==> config.mk <==
export PLATFORM = sky130hd
export DESIGN_NAME = capture_ctrl
export DESIGN_NICKNAME = d
export VERILOG_FILES = /design/src/rtl/capture_ctrl.sv
export SDC_FILE = /design/constraint.sdc
export NUM_CORES = 1
export LEC_CHECK = 0
export ABC_AREA = 1
export CORE_MARGIN = 2
export CORE_UTILIZATION = 45
export DETAILED_ROUTE_END_ITERATION = 10
export DONT_BUFFER_PORTS = 1
export PLACE_DENSITY_LB_ADDON = 0.1
export SYNTH_ARGS = -nofsm -noshare
export SYNTH_HDL_FRONTEND = slang
export SYNTH_SLANG_ARGS = --single-unit
==> constraint.sdc <==
create_clock -name clk_i -period 5.64 [get_ports clk_i]
set_clock_uncertainty 0.05 [all_clocks]
set_input_delay 0.564 -clock clk_i [delete_from_list [all_inputs] [get_ports clk_i]]
set_output_delay 0.564 -clock clk_i [all_outputs]
set_load 0.02 [all_outputs]
==> src/rtl/capture_ctrl.sv <==
// Oscilloscope acquisition sequencer: detects a level-crossing trigger on the ADC
// stream and then writes exactly post_len samples into the asynchronous FIFO's write side.
module capture_ctrl #(
    parameter int DATA_WIDTH = 8,
    parameter int CNT_WIDTH  = 12
) (
    input  logic                  clk_i,
    input  logic                  rst_i,
    input  logic                  arm_i,
    input  logic                  abort_i,
    input  logic [DATA_WIDTH-1:0] sample_i,
    input  logic                  sample_valid_i,
    input  logic [DATA_WIDTH-1:0] trig_level_i,
    input  logic                  trig_edge_i,
    input  logic                  trig_force_i,
    input  logic [CNT_WIDTH-1:0]  post_len_i,
    input  logic                  fifo_full_i,
    output logic                  wr_en_o,
    output logic [DATA_WIDTH-1:0] wr_data_o,
    output logic                  busy_o,
    output logic                  triggered_o,
    output logic                  done_o,
    output logic                  overflow_o
);

    typedef enum logic [1:0] {IDLE, ARMED, CAPTURE, DONE} state_t;

    state_t                state_q, state_d;
    logic [CNT_WIDTH-1:0]  cnt_q, cnt_d;
    logic [CNT_WIDTH-1:0]  len_q, len_d;
    logic [DATA_WIDTH-1:0] prev_q, prev_d;
    logic [DATA_WIDTH-1:0] wr_data_q, wr_data_d;
    logic                  prev_vld_q, prev_vld_d;
    logic                  wr_en_q, wr_en_d;
    logic                  ovf_q, ovf_d;
    logic                  busy_q, busy_d;
    logic                  trig_q, trig_d;
    logic                  done_q, done_d;
    logic                  hit;
    logic                  take;
    logic [CNT_WIDTH:0]    cnt_inc;

    // Extra MSB keeps the increment from wrapping before the length compare.
    assign cnt_inc = {1'b0, cnt_q} + (CNT_WIDTH + 1)'(1);

    always_comb begin
        hit = trig_force_i;
        if (prev_vld_q) begin
            if (!trig_edge_i && (prev_q < trig_level_i) && (sample_i >= trig_level_i)) hit = 1'b1;
            if (trig_edge_i && (prev_q > trig_level_i) && (sample_i <= trig_level_i)) hit = 1'b1;
        end
    end

    always_comb begin
        state_d    = state_q;
        cnt_d      = cnt_q;
        len_d      = len_q;
        prev_d     = prev_q;
        prev_vld_d = prev_vld_q;
        wr_en_d    = 1'b0;
        wr_data_d  = wr_data_q;
        ovf_d      = ovf_q;
        take       = 1'b0;

        if (abort_i) begin
            state_d = IDLE;
        end else begin
            unique case (state_q)
                IDLE, DONE: begin
                    if (arm_i && (post_len_i != '0)) begin
                        state_d    = ARMED;
                        len_d      = post_len_i;
                        cnt_d      = '0;
                        ovf_d      = 1'b0;
                        prev_vld_d = 1'b0;
                    end
                end
                ARMED: begin
                    if (sample_valid_i) begin
                        prev_d     = sample_i;
                        prev_vld_d = 1'b1;
                        if (hit) begin
                            state_d = CAPTURE;
                            take    = 1'b1;
                        end
                    end
                end
                CAPTURE: take = sample_valid_i;
                default: state_d = IDLE;
            endcase

            // The triggering sample goes through the same write/drop path as the rest.
            if (take) begin
                if (fifo_full_i) begin
                    ovf_d = 1'b1;
                end else begin
                    wr_en_d   = 1'b1;
                    wr_data_d = sample_i;
                    cnt_d     = cnt_inc[CNT_WIDTH-1:0];
                    if (cnt_inc == {1'b0, len_q}) state_d = DONE;
                end
            end
        end

        busy_d = (state_d == ARMED) || (state_d == CAPTURE);
        trig_d = (state_d == CAPTURE) || (state_d == DONE);
        done_d = (state_d == DONE);
    end

    always_ff @(posedge clk_i or posedge rst_i) begin
        if (rst_i) begin
            state_q    <= IDLE;
            cnt_q      <= '0;
            len_q      <= '0;
            prev_q     <= '0;
            prev_vld_q <= 1'b0;
            wr_en_q    <= 1'b0;
            wr_data_q  <= '0;
            ovf_q      <= 1'b0;
            busy_q     <= 1'b0;
            trig_q     <= 1'b0;
            done_q     <= 1'b0;
        end else begin
            state_q    <= state_d;
            cnt_q      <= cnt_d;
            len_q      <= len_d;
            prev_q     <= prev_d;
            prev_vld_q <= prev_vld_d;
            wr_en_q    <= wr_en_d;
            wr_data_q  <= wr_data_d;
            ovf_q      <= ovf_d;
            busy_q     <= busy_d;
            trig_q     <= trig_d;
            done_q     <= done_d;
        end
    end

    assign wr_en_o     = wr_en_q;
    assign wr_data_o   = wr_data_q;
    assign busy_o      = busy_q;
    assign triggered_o = trig_q;
    assign done_o      = done_q;
    assign overflow_o  = ovf_q;

endmodule

# After elaboration in Yosys (flattened, before gate mapping)
# Index checks and enable logic that the tools add are counted.
[word_totals] reg_bits=48 in_bits=36 wordCells=72
[op_classes] add_sub_neg=1 magnitude_cmp=4 eq_ne=9 mux=29 n_bitwise=2 reduce_logical=16
[ops] operator="two-way mux 12 bit" count=4
[ops] operator="two-way mux 1 bit" count=15
[ops] operator="two-way mux 2 bit" count=7
[ops] operator="adder 12 x 1 -> 13 bit, second input constant" count=1
[ops] operator="== test 13 x 12 -> 1 bit" count=1
[ops] operator="nonzero test 12 bit" count=1
[ops] operator="AND reduction 3 bit" count=3
[ops] operator="== test 2 bit, second input constant" count=4
[ops] operator=">= comparator 8 bit" count=1
[ops] operator="greater-than comparator 8 bit" count=1
[ops] operator="less-or-equal comparator 8 bit" count=1
[ops] operator="less-than comparator 8 bit" count=1
[ops] operator="logical AND 1 bit" count=5
[ops] operator="== test 2 x 1 -> 1 bit, second input constant" count=2
[ops] operator="inequality test 2 bit, second input constant" count=2
[ops] operator="case mux 1 bit (2 select lines)" count=2
[ops] operator="case mux 2 bit (2 select lines)" count=1
[ops] operator="AND reduction 4 bit" count=1
[ops] operator="zero test 2 bit" count=1
[ops] operator="logical OR 1 bit" count=2
[ops] operator="NOT 1 bit" count=2
[ops] operator="nonzero test 2 bit" count=1
[ops] operator="OR reduction 2 bit" count=1
[ops] operator="zero test 1 bit" count=1

# Logic depth before layout (Yosys ltp)
# Gate-level depths: netlist of the first run.
[depth] depth_word=15 ltp_mapped=22 depth_no_buf=22

# Least setup slack after synthesis of the first run
# Ideal clock, no wire load.
[synth_timing] path_kind="input to register" startpoint="in trig_level_i[7]" endpoint="reg trig_q, in the netlist triggered_o" setup_ns=0.127 arrival_ns=2.345 slack_ns=3.118 path_stages=17 path_buffers=0 path_cell_list="inv_1 > ha_1 > a21o_1 > nor2_1 > nand2_1 > nor2_1 > nand2_1 > nand2_1 > nand2_1 > nand2_1 > nand2_1 > nand2_2 > nand4_2 > nand2_1 > nand2_1 > ha_1 > or2_2"
[synth_via] elab_chain_cells=15 elab_cells_between_ends=25
[synth_rtl] element="start, declared" line_no="13" source="input logic [DATA_WIDTH-1:0] trig_level_i,"
[synth_rtl] element="less-than comparator 8 bit" line_no="49" source="if (!trig_edge_i && (prev_q < trig_level_i) && (sample_i >= trig_level_i)) hit = 1'b1;"
[synth_rtl] element="logical AND 1 bit (2 in series)" line_no="49"
[synth_rtl] element="two-way mux 1 bit" line_no="49"
[synth_rtl] element="two-way mux 1 bit (*)" line_no="50" source="if (trig_edge_i && (prev_q > trig_level_i) && (sample_i <= trig_level_i)) hit = 1'b1;"
[synth_rtl] element="two-way mux 1 bit (*)" line_no="48" source="if (prev_vld_q) begin"
[synth_rtl] element="two-way mux 2 bit" line_no="82" source="if (hit) begin"
[synth_rtl] element="two-way mux 2 bit" line_no="79" source="if (sample_valid_i) begin"
[synth_rtl] element="case mux 2 bit (2 select lines)" line_no="68" source="unique case (state_q)"
[synth_rtl] element="two-way mux 2 bit" line_no="100" source="if (cnt_inc == {1'b0, len_q}) state_d = DONE;"
[synth_rtl] element="two-way mux 2 bit" line_no="94" source="if (fifo_full_i) begin"
[synth_rtl] element="two-way mux 2 bit (*)" line_no="93" source="if (take) begin"
[synth_rtl] element="two-way mux 2 bit (*)" line_no="65" source="if (abort_i) begin"
[synth_rtl] element="== test 2 bit" line_no="106" source="trig_d = (state_d == CAPTURE) || (state_d == DONE);"
[synth_rtl] element="logical OR 1 bit (*)" line_no="106"
[synth_rtl] element="net trig_d" line_no="37" source="logic trig_q, trig_d;"
[synth_rtl] element="end signal, assigned" line_no="133" source="trig_q <= trig_d;"
[synth_rtl] element="end, declared" line_no="37"
# Mark *: on every way through the listed nets, which the timed path passes. The rest lies on a longest branch. The select of a mux whose other input is x is not followed.
# A chain may end at the register's enable or synchronous reset.

# Final worst setup path of the first run
[layout_timing] startpoint="reg cnt_q[0]" endpoint="reg trig_q, in the netlist triggered_o"
[layout_via] elab_chain_cells=8 elab_cells_between_ends=9
[layout_rtl] element="start, declared" line_no="29" source="logic [CNT_WIDTH-1:0] cnt_q, cnt_d;"
[layout_rtl] element="start signal, assigned" line_no="125" source="cnt_q <= cnt_d;"
[layout_rtl] element="adder 12 x 1 -> 13 bit (*)" line_no="44" source="assign cnt_inc = {1'b0, cnt_q} + (CNT_WIDTH + 1)'(1);"
[layout_rtl] element="== test 13 x 12 -> 1 bit (*)" line_no="100"
[layout_rtl] element="two-way mux 2 bit (*)" line_no="100"
[layout_rtl] element="two-way mux 2 bit (*)" line_no="94"
[layout_rtl] element="two-way mux 2 bit (*)" line_no="93"
[layout_rtl] element="two-way mux 2 bit (*)" line_no="65"
[layout_rtl] element="== test 2 bit" line_no="106"
[layout_rtl] element="logical OR 1 bit (*)" line_no="106"
[layout_rtl] element="net trig_d" line_no="37"
# Mark *: on every way through the listed nets, which the timed path passes. The rest lies on a longest branch.

==> results of run 1 <==
[cell usage in the layout (no fill, tap or decap)]
master     instances
a21o_1             1
a21oi_1            7
a21oi_2            1
and2_1             1
buf_4              2
bufinv_16          1
clkbuf_8           7
clkinv_1           2
dfrtp_1           48
ha_1              22
inv_1             51
inv_2              3
nand2_1          139
nand2_2            6
nand3_1           29
nand3_4            1
nand3b_1           2
nand4_1            5
nand4_2            1
nor2_1            18
nor2_2             2
nor2_4             1
nor3_1             2
nor4_1             3
o21a_1             1
o21ai_0           21
o21ai_1           14
o21bai_1           1
or2_2              1
xnor2_1            2
xor2_1             3
xor3_1             1
[final timing paths]
kind / start / end / slack (ns) / cells past startpoint
worst max-delay path: cnt_q[0]$_DFFE_PP0N_ / triggered_o$_DFF_PP0_ / 3.02 / 16
worst min-delay path: rst_i / wr_data_o[0]$_DFFE_PP0P_ / 0.25 / 2
worst max register to register: cnt_q[0]$_DFFE_PP0N_ / triggered_o$_DFF_PP0_ / 3.02 / 16
worst min register to register: prev_q[4]$_DFFE_PP0P_ / prev_q[4]$_DFFE_PP0P_ / 0.45 / 2
max in group asynchronous: rst_i / cnt_q[7]$_DFFE_PP0N_ / 4.88 / 2
min in group clk_i: abort_i / state_q[0]$_DFF_PP0_ / 0.26 / 1
[metal layers]
layer / vias up / GRT usage [%]
met5: - / 0
met4: 0 / 6.638
met3: 8 / 5.350
met2: 46 / 26.34
met1: 1044 / 26.92
li1: 1258 / -
[power by group through the flow]
stage	registers (mW)	logic [mW]	clock network, mW
6_report	0.454	0.184	0.274
5_1_grt	0.463	0.225	0.296
4_1_cts	0.455	0.188	0.282
3_5_place_dp	0.462	0.187	0
3_3_place_gp	0.461	0.183	0
2_1_floorplan	0.451	0.155	0
[synth_stat cells, types with 3 or more instances]
| library cell | n | share of area, % |
|---|---|---|
| a21oi_1 | 7 | 1.2 |
| inv_1 | 52 | 6.6 |
| nand2_1 | 139 | 18 |
| nor4_1 | 3 | 0.64 |
| o21ai_1 | 14 | 2.4 |
| xor2_1 | 3 | 0.89 |
| clkbuf_1 | 3 | 0.38 |
| nand2_2 | 6 | 1.3 |
| ha_1 | 22 | 9.3 |
| nor2_1 | 18 | 2.3 |
| o21ai_0 | 21 | 3.6 |
| buf_2 | 5 | 0.85 |
| dfrtp_1 | 48 | 41 |
| nand3_1 | 29 | 4.9 |
| nand4_1 | 5 | 1.1 |
[critical path, delay by kind of cell (launching register included)]
kind | cells | cell delay, ns
AND/OR/NAND/NOR | 13 | 1.32
flip-flops | 1 | 0.52
adder cells (fa/ha/maj) | 2 | 0.52
buffers and inverters | 1 | 0.11
[layout make-up]
cell class,count,area share [%]
Clock buffer,7,3.062
Clock inverter,1,0.9543
Inverter,56,6.680
Multi-Input combinational cell,285,47.59
Sequential cell,48,38.17
Tap cell,77,3.062
Timing Repair Buffer,2,0.4771
[registers in the layout, indices dropped and copies added (netlist names), 2 cells and up]
name / count
len_q: 12
wr_data_o: 8
state_q: 2
prev_q: 8
cnt_q: 12
[cell families after synthesis]
kind of cell / after synthesis / synth area share [%]
and+or+nand+nor: 211 / 31.01
buffers and inverters: 64 / 8.369
DFF: 48 / 40.78
AOI/OAI and AO/OA: 46 / 8.199
adders and majority gates: 22 / 9.346
xor gates and xnor gates: 6 / 2.294
[per-stage QoR]
step / hold slack (ns) / area, sq um / setup slack [ns]
after CTS: 0.2503 / 3147 / 3.001
after floorplan: 0.4051 / 2945 / 3.118
final: 0.2460 / 3147 / 3.018
after detailed placement: 0.4334 / 3020 / 2.928
after global placement: 0.4267 / 3020 / 2.962
after global routing: 0.2367 / 3147 / 2.705
==> summary.md, run 1 <==
| Metric | Value |
|---|---|
| Met1 Wirelength | 3083 microns |
| Internal power | 0.6333 mW |
| Clock buffer count from CTS | 5 |
| Hpwl dp | 4511 microns |
| Net switching fraction of the power | 30.59% |
| Share of cells above drive strength 1 | 6.516% |
| Total track usage | 18.54% |
| Register area share after synthesis | 40.78% |
| Post-cts resize count | 0 |
| Gpl congestion | 0.8315 |
| Metal3 WL | 345 microns |
| Peak supply drop | 0.0001937 V |
| Core box area | 6350 sq um |
| PD cells | between 200 and 300 nW/um^2 |
| I/O pin count | 49 |
| Post-synth design cell area | 2945 sq um |
| Clock transition at path regs | 0.08 ns |
| DR top layer | met4 |
| Slew Limit Fails | 0 |
| CP Cell Sequence | ha_1, nand3_1, inv_2, nand2_1, nand2_1, nand2_1, nand2_1, nand3_1, nor2_1, nand3_1, nor2_2, nand4_2, nand2_1, nand2_1, ha_1, or2_2 |
| Pre-antenna DRT Iters | 4 |
| N_diodes | 0 |
| Met2 WL | 2462 microns |
| Worst stage delay on the critical path | approximately 0.52 ns |
| Initial antenna violation count | 0 |
| Post-Layout Cell Count | ~480 |
| Vias in the first global route | 2299 |
| Sequential share of power | about half |
| Area Overhead vs Synth | 6.839% |
| CP endpoint kind | flip-flop |
| Status | complete, no violations |
| CP most frequent cell | nand2_1 |
| Setup TNS | 0 ns |
| Via density | a little under 5 |
| Initial drt markers | about 130 |
| CP arrival | roughly 2.8 ns |
| Final min period | 2.622 ns |
| Largest net degree at the start of global routing | between 40 and 50 |
| MaxCap Viol Count | 0 |
| Layout net count | 456 |
| Post-CTS setup buffers | 0 |
| Rel. slew slack | between 50% and 60% |
| Die ar. | 7208 sq um |
| Max Freq | roughly 0.38 GHz |
| Starting density of the core | 46.38% |
| YS warnings | 0 |
| Post-synth EDFFs | 0 |
| Leak | 1.650 nW |
| Synthesized instance count | 397 |
| FILL cells | approximately 630 |
| Syn_nets | 455 |
| Final hold vios | 0 |
| #FFs+latches synth | 48 |
| Core Util, Final | 49.56% |
| RSZ-0062 raised after global routing | no |
| Combinational share of power | around 20% |
| # hold bufs at CTS | 0 |
| Syn_area_per_cell | 7.419 sq um |
| Critical-path maximum fanout | 7 |
| Reg area | 1201 sq um |
| Top FF cell, synth | dfrtp_1 |
| Final wirelength | about 6000 microns |
| TritonCTS clock tree | built |
| FP Rows | 29 |
| Grt total ovfl | 0 |
| Post-synthesis async set-or-reset flop share | 100.0% |
| CP Launch Type | flip-flop |
| Maximum root-to-sink buffer count | 2 |
| Clk Latency, worst-skew pair | 0.31 ns |
| CP Class | flip-flop to flip-flop |
| Area of the multi-input gates | 1498 sq um |
| Final setup viols | 0 |
| Slowest cell on crit path | dfrtp_1 |
| Die width | between 80 and 90 microns |
| Wire per inst | 12.57 microns |
| Worst Tran Pin Value | 0.6725 ns |
| Clock Power Share | 30.0% |
| Final period util | a little under half |
| HP Class | input pin to asynchronous set/reset pin |
| Antenna viol nets, final | 0 |
| First-pass GRT wire length | 10680 microns |
| WP data required | 5.78 ns |
| Switching Power | 0.2792 mW |
| Clock Tree Root | clkbuf_8 |
| Clk sinks | 48 |
| Via count of the routed design | 2356 |
| CTS H-tree depth | 2 |
| Yosys cell types | 31 |
| DP Cell Count | 468 |
| PortBufs | 0 |
| Tot Pwr | roughly 0.9 mW |
| DRC | 0 |
| Die H | 84.90 microns |
(Power assumes the default switching activity.)
==> run 2: changes to the inputs <==
Settings changed: ABC_AREA 1 to 0.
Clock period 5.64 ns to 2.5 ns, I/O delays scaled along.
==> run 2 against run 1 <==
- the flow now finishes with violations (setup timing)
- register-to-register slack got worse by 3.3 ns
- design area rose by 18%
- die area fell by 4.2%
- via count fell by 6.7%
- global-route usage rose by 0.52 points
- synthesized area fell by 4.4%
- worst setup slack got worse by 3.3 ns
- first-iteration DRC count rose by 28%
- clock-buffer cell count fell by 1
- utilization rose by 12 points
- highest routed layer unchanged
==> summary.md, run 2 <==
| Metric | Value |
|---|---|
| Crit. Startpoint | prev_q[1]$_DFFE_PP0P_ |
| Final period util | 111.9% (+65 points) |
| DP Cell Count | 374 (-20%) |
| Final hold vios | 0 (unchanged) |
| PortBufs | 0 (unchanged) |
| I/O pin count | 49 (unchanged) |
| Layout net count | 376 (-18%) |
| HP Class | input pin to flip-flop |
| Clk Latency, worst-skew pair | 0.31 ns (about the same) |
| Grt total ovfl | 0 (unchanged) |
| Gpl congestion | 0.7782 (-6.4%) |
| First-pass GRT wire length | 10700 microns (+0.19%) |
| #FFs+latches synth | 48 (unchanged) |
| Yosys cell types | 46 (+48%) |
| Wire per inst | 16.42 microns (+31%) |
| Hpwl dp | 4604 microns (+2.1%) |
| Top delay family on crit path | simple AND/OR/NAND/NOR gates |
| FILL cells | 496 (-21%) |
| Initial drt markers | 161 (+28%) |
| Yosys top cell area share | 42.65% (+1.9 points) |
| Final min period | 2.797 ns (+0.1752 ns) |
| Vias in the first global route | 2286 (-0.57%) |
| CP Class | flip-flop to flip-flop |
| FP Rows | 28 (-3.4%) |
| Core box area | 5991 sq um (-5.7%) |
| Top FF cell, synth | dfrtp_1 |
| Clock buffer count from CTS | 5 (unchanged) |
| Area Overhead vs Synth | 31.81% |
| Final wirelength | 6468 microns (+8.1%) |
| Rel. slew slack | 69.22% (+14 points) |
| Pre-antenna DRT Iters | 4 (unchanged) |
| YS warnings | 0 (unchanged) |
| Clk sinks | 48 (unchanged) |
| RSZ-0062 raised after global routing | yes |
| Synthesized instance count | 267 (-33%) |
| Area of the multi-input gates | 1783 sq um (+19%) |
| Reg area | 1201 sq um (unchanged) |
| Largest net degree at the start of global routing | 28 (-43%) |
| Placement Setup Slack | -0.3810 ns (-3.309 ns) |
| Worst setup path endpoint | triggered_o$_DFF_PP0_ |
| Synth top area cells | dfrtp_1, mux2_2, ha_1 |
| Reg2Reg Setup Slack | -0.30 ns (-3.32 ns) |
| Regs by FF count | cnt_q: 12 flops, len_q: 12 flops |
| Register area share after synthesis | 42.65% (+1.9 points) |
| Critical-path maximum fanout | 3 (-4) |
| Post-synth EDFFs | 0 (unchanged) |
| CTS H-tree depth | 2 (unchanged) |
| Commonest non-fill, non-tap cell in the layout | dfrtp_1 |
| MaxCap Viol Count | 0 (unchanged) |
| TritonCTS clock tree | built |
| Syn_nets | 325 (-29%) |
| Via density | 5.579 (+13%) |
| Crit path buf inv count | 0 (-1) |
| Die ar. | 6907 sq um (-4.2%) |
| Clock transition at path regs | 0.10 ns (+0.02 ns) |
| N_diodes | 0 (unchanged) |
| Slowest cell on crit path | or4_4 |
| Die H | 83.11 microns (-2.1%) |
| Leak | 1.597 nW (-3.2%) |
| Share of cells above drive strength 1 | 40.75% (+34 points) |
| Worst stage delay on the critical path | 0.52 ns (about the same) |
| Worst Tran Pin Value | 0.4575 ns (-0.2150 ns) |
| Worst r2r dst | triggered_o$_DFF_PP0_ |
| Final setup viols | 21 (+21) |
| CP arrival | 2.94 ns (+0.18 ns) |
| Syn_area_per_cell | 10.55 sq um (+42%) |
| Status | complete, but fails checks |
| DRC | 0 (unchanged) |
| Post-synthesis async set-or-reset flop share | 100.0% (unchanged) |
| Critical Path Stages | 11 (-5) |
| Initial antenna violation count | 0 (unchanged) |
| Core Util, Final | 61.97% (+12 points) |
| Most frequent cells in the layout | dfrtp_1, buf_4, mux2_2 |
| Synth area leader | dfrtp_1 |
| Starting density of the core | 47.01% (+0.63 points) |
| Slew Limit Fails | 0 (unchanged) |
| Peak supply drop | 0.0003893 V (+100%) |
| Clock Tree Root | clkbuf_8 |
| CP Cell Sequence | ha_4, nor2b_4, o211ai_2, a21oi_2, or4_4, o32ai_4, or2_4, nand3_4, a21o_1, ha_2, or2_4 |
| Synth top cells by count | dfrtp_1, mux2_2, ha_1, inv_1, xnor2_1 |
| CP Launch Type | flip-flop |
| Cell with the most instances after synthesis | dfrtp_1 |
| Die width | 83.11 microns (-2.1%) |
| Maximum root-to-sink buffer count | 2 (unchanged) |
| Violated checks | setup timing |
| Worst r2r path cells | 11 (-5) |
| Total track usage | 19.06% (+0.52 points) |
| WP data required | 2.64 ns (-3.14 ns) |
| Max Freq | 0.3575 GHz (-6.3%) |
| Setup ws final | -0.2973 ns (-3.315 ns) |
| Post-synth design cell area | 2816 sq um (-4.4%) |
| Via count of the routed design | 2198 (-6.7%) |
| Post-Layout Cell Count | 394 (-17%) |
| R2r startpoint | prev_q[1]$_DFFE_PP0P_ |
| PD cells | 589.1 nW/um^2 (+100%) |
| Antenna viol nets, final | 0 (unchanged) |
| CP most frequent cell | or2_4 |
| CP endpoint kind | flip-flop |
## run 2: routing by layer
metal	part of all wire, %	wire [microns]	track usage [%]	up-vias
li1	-	-	-	1061
met1	45	2921	24.18	1096
met2	51	3286	32.62	36
met3	3.1	203	3.777	5
met4	0.88	57	6.110	0
met5	0	0	0	-
## run 2: logic make-up (layout without fill, tap and decap cells)
family	after synthesis	in the layout	share of synthesized area, %
buffers and inverters	27	79	3.998
XOR/XNOR	21	21	6.531
AO/OA/AOI/OAI	53	53	12.88
AND/OR/NAND/NOR	67	67	12.71
flip-flops	48	48	42.65
multiplexers	29	29	11.46
adder cells (fa/ha/maj)	22	22	9.773
## run 2: cell type report
cell class	count	area share, %
Clock buffer	6	2.224
Timing Repair Buffer	51	12.10
Multi-Input combinational cell	192	48.03
Sequential cell	48	32.36
Tap cell	75	2.528
Inverter	20	2.359
Clock inverter	2	0.4044
## run 2: power breakdown
part	internal, mW	switching [mW]
combinational	0.351	0.267
sequential	0.920	0.147
clock	0.225	0.278
total	1.50	0.691
## run 2: stage by stage
| step | setup TNS (ns) | power [mW] | hold slack (ns) | instance area, sq um |
|---|---|---|---|---|
| 3_5_place_dp | -4.750 | 1.635 | 0.1470 | 3241 |
| 5_1_grt | -5.527 | 2.323 | 0.01685 | 3712 |
| 4_1_cts | -6.827 | 2.174 | 0.02327 | 3555 |
| 2_1_floorplan | -1.593 | 1.487 | 0.3481 | 2889 |
| 3_3_place_gp | -3.680 | 1.626 | 0.1530 | 3241 |
| 6_report | -3.088 | 2.187 | 0.03316 | 3712 |
## run 2: worst min path at each step
stage | start | end | depth (start not counted)
after detailed placement | rst_i | cnt_q[3]$_DFFE_PP0N_ | 2
after CTS | sample_i[6] | wr_data_o[6]$_DFFE_PP0P_ | 1
after floorplan | sample_i[1] | wr_data_o[1]$_DFFE_PP0P_ | 1
final | sample_i[6] | wr_data_o[6]$_DFFE_PP0P_ | 1
after global routing | sample_i[7] | wr_data_o[7]$_DFFE_PP0P_ | 1
after global placement | rst_i | cnt_q[3]$_DFFE_PP0N_ | 2
## run 2: worst register-to-register path, cell delays in order, from the launching register on
cell and delay (ns):
dfrtp_1 0.42, ha_4 0.23, nor2b_4 0.12, o211ai_2 0.14, a21oi_2 0.08, or4_4 0.52, o32ai_4 0.26, or2_4 0.19
nand3_4 0.09, a21o_1 0.21, ha_2 0.16, or2_4 0.23
## run 2: timing repair
item,4_1_cts,5_1_grt
endpoints found under the hold margin,49,0
gates resized for setup,27,31
gates cloned,1,0
pin swaps,12,21
setup buffers,5,6
endpoints found under the setup margin,24,27
hold buffers,2,0
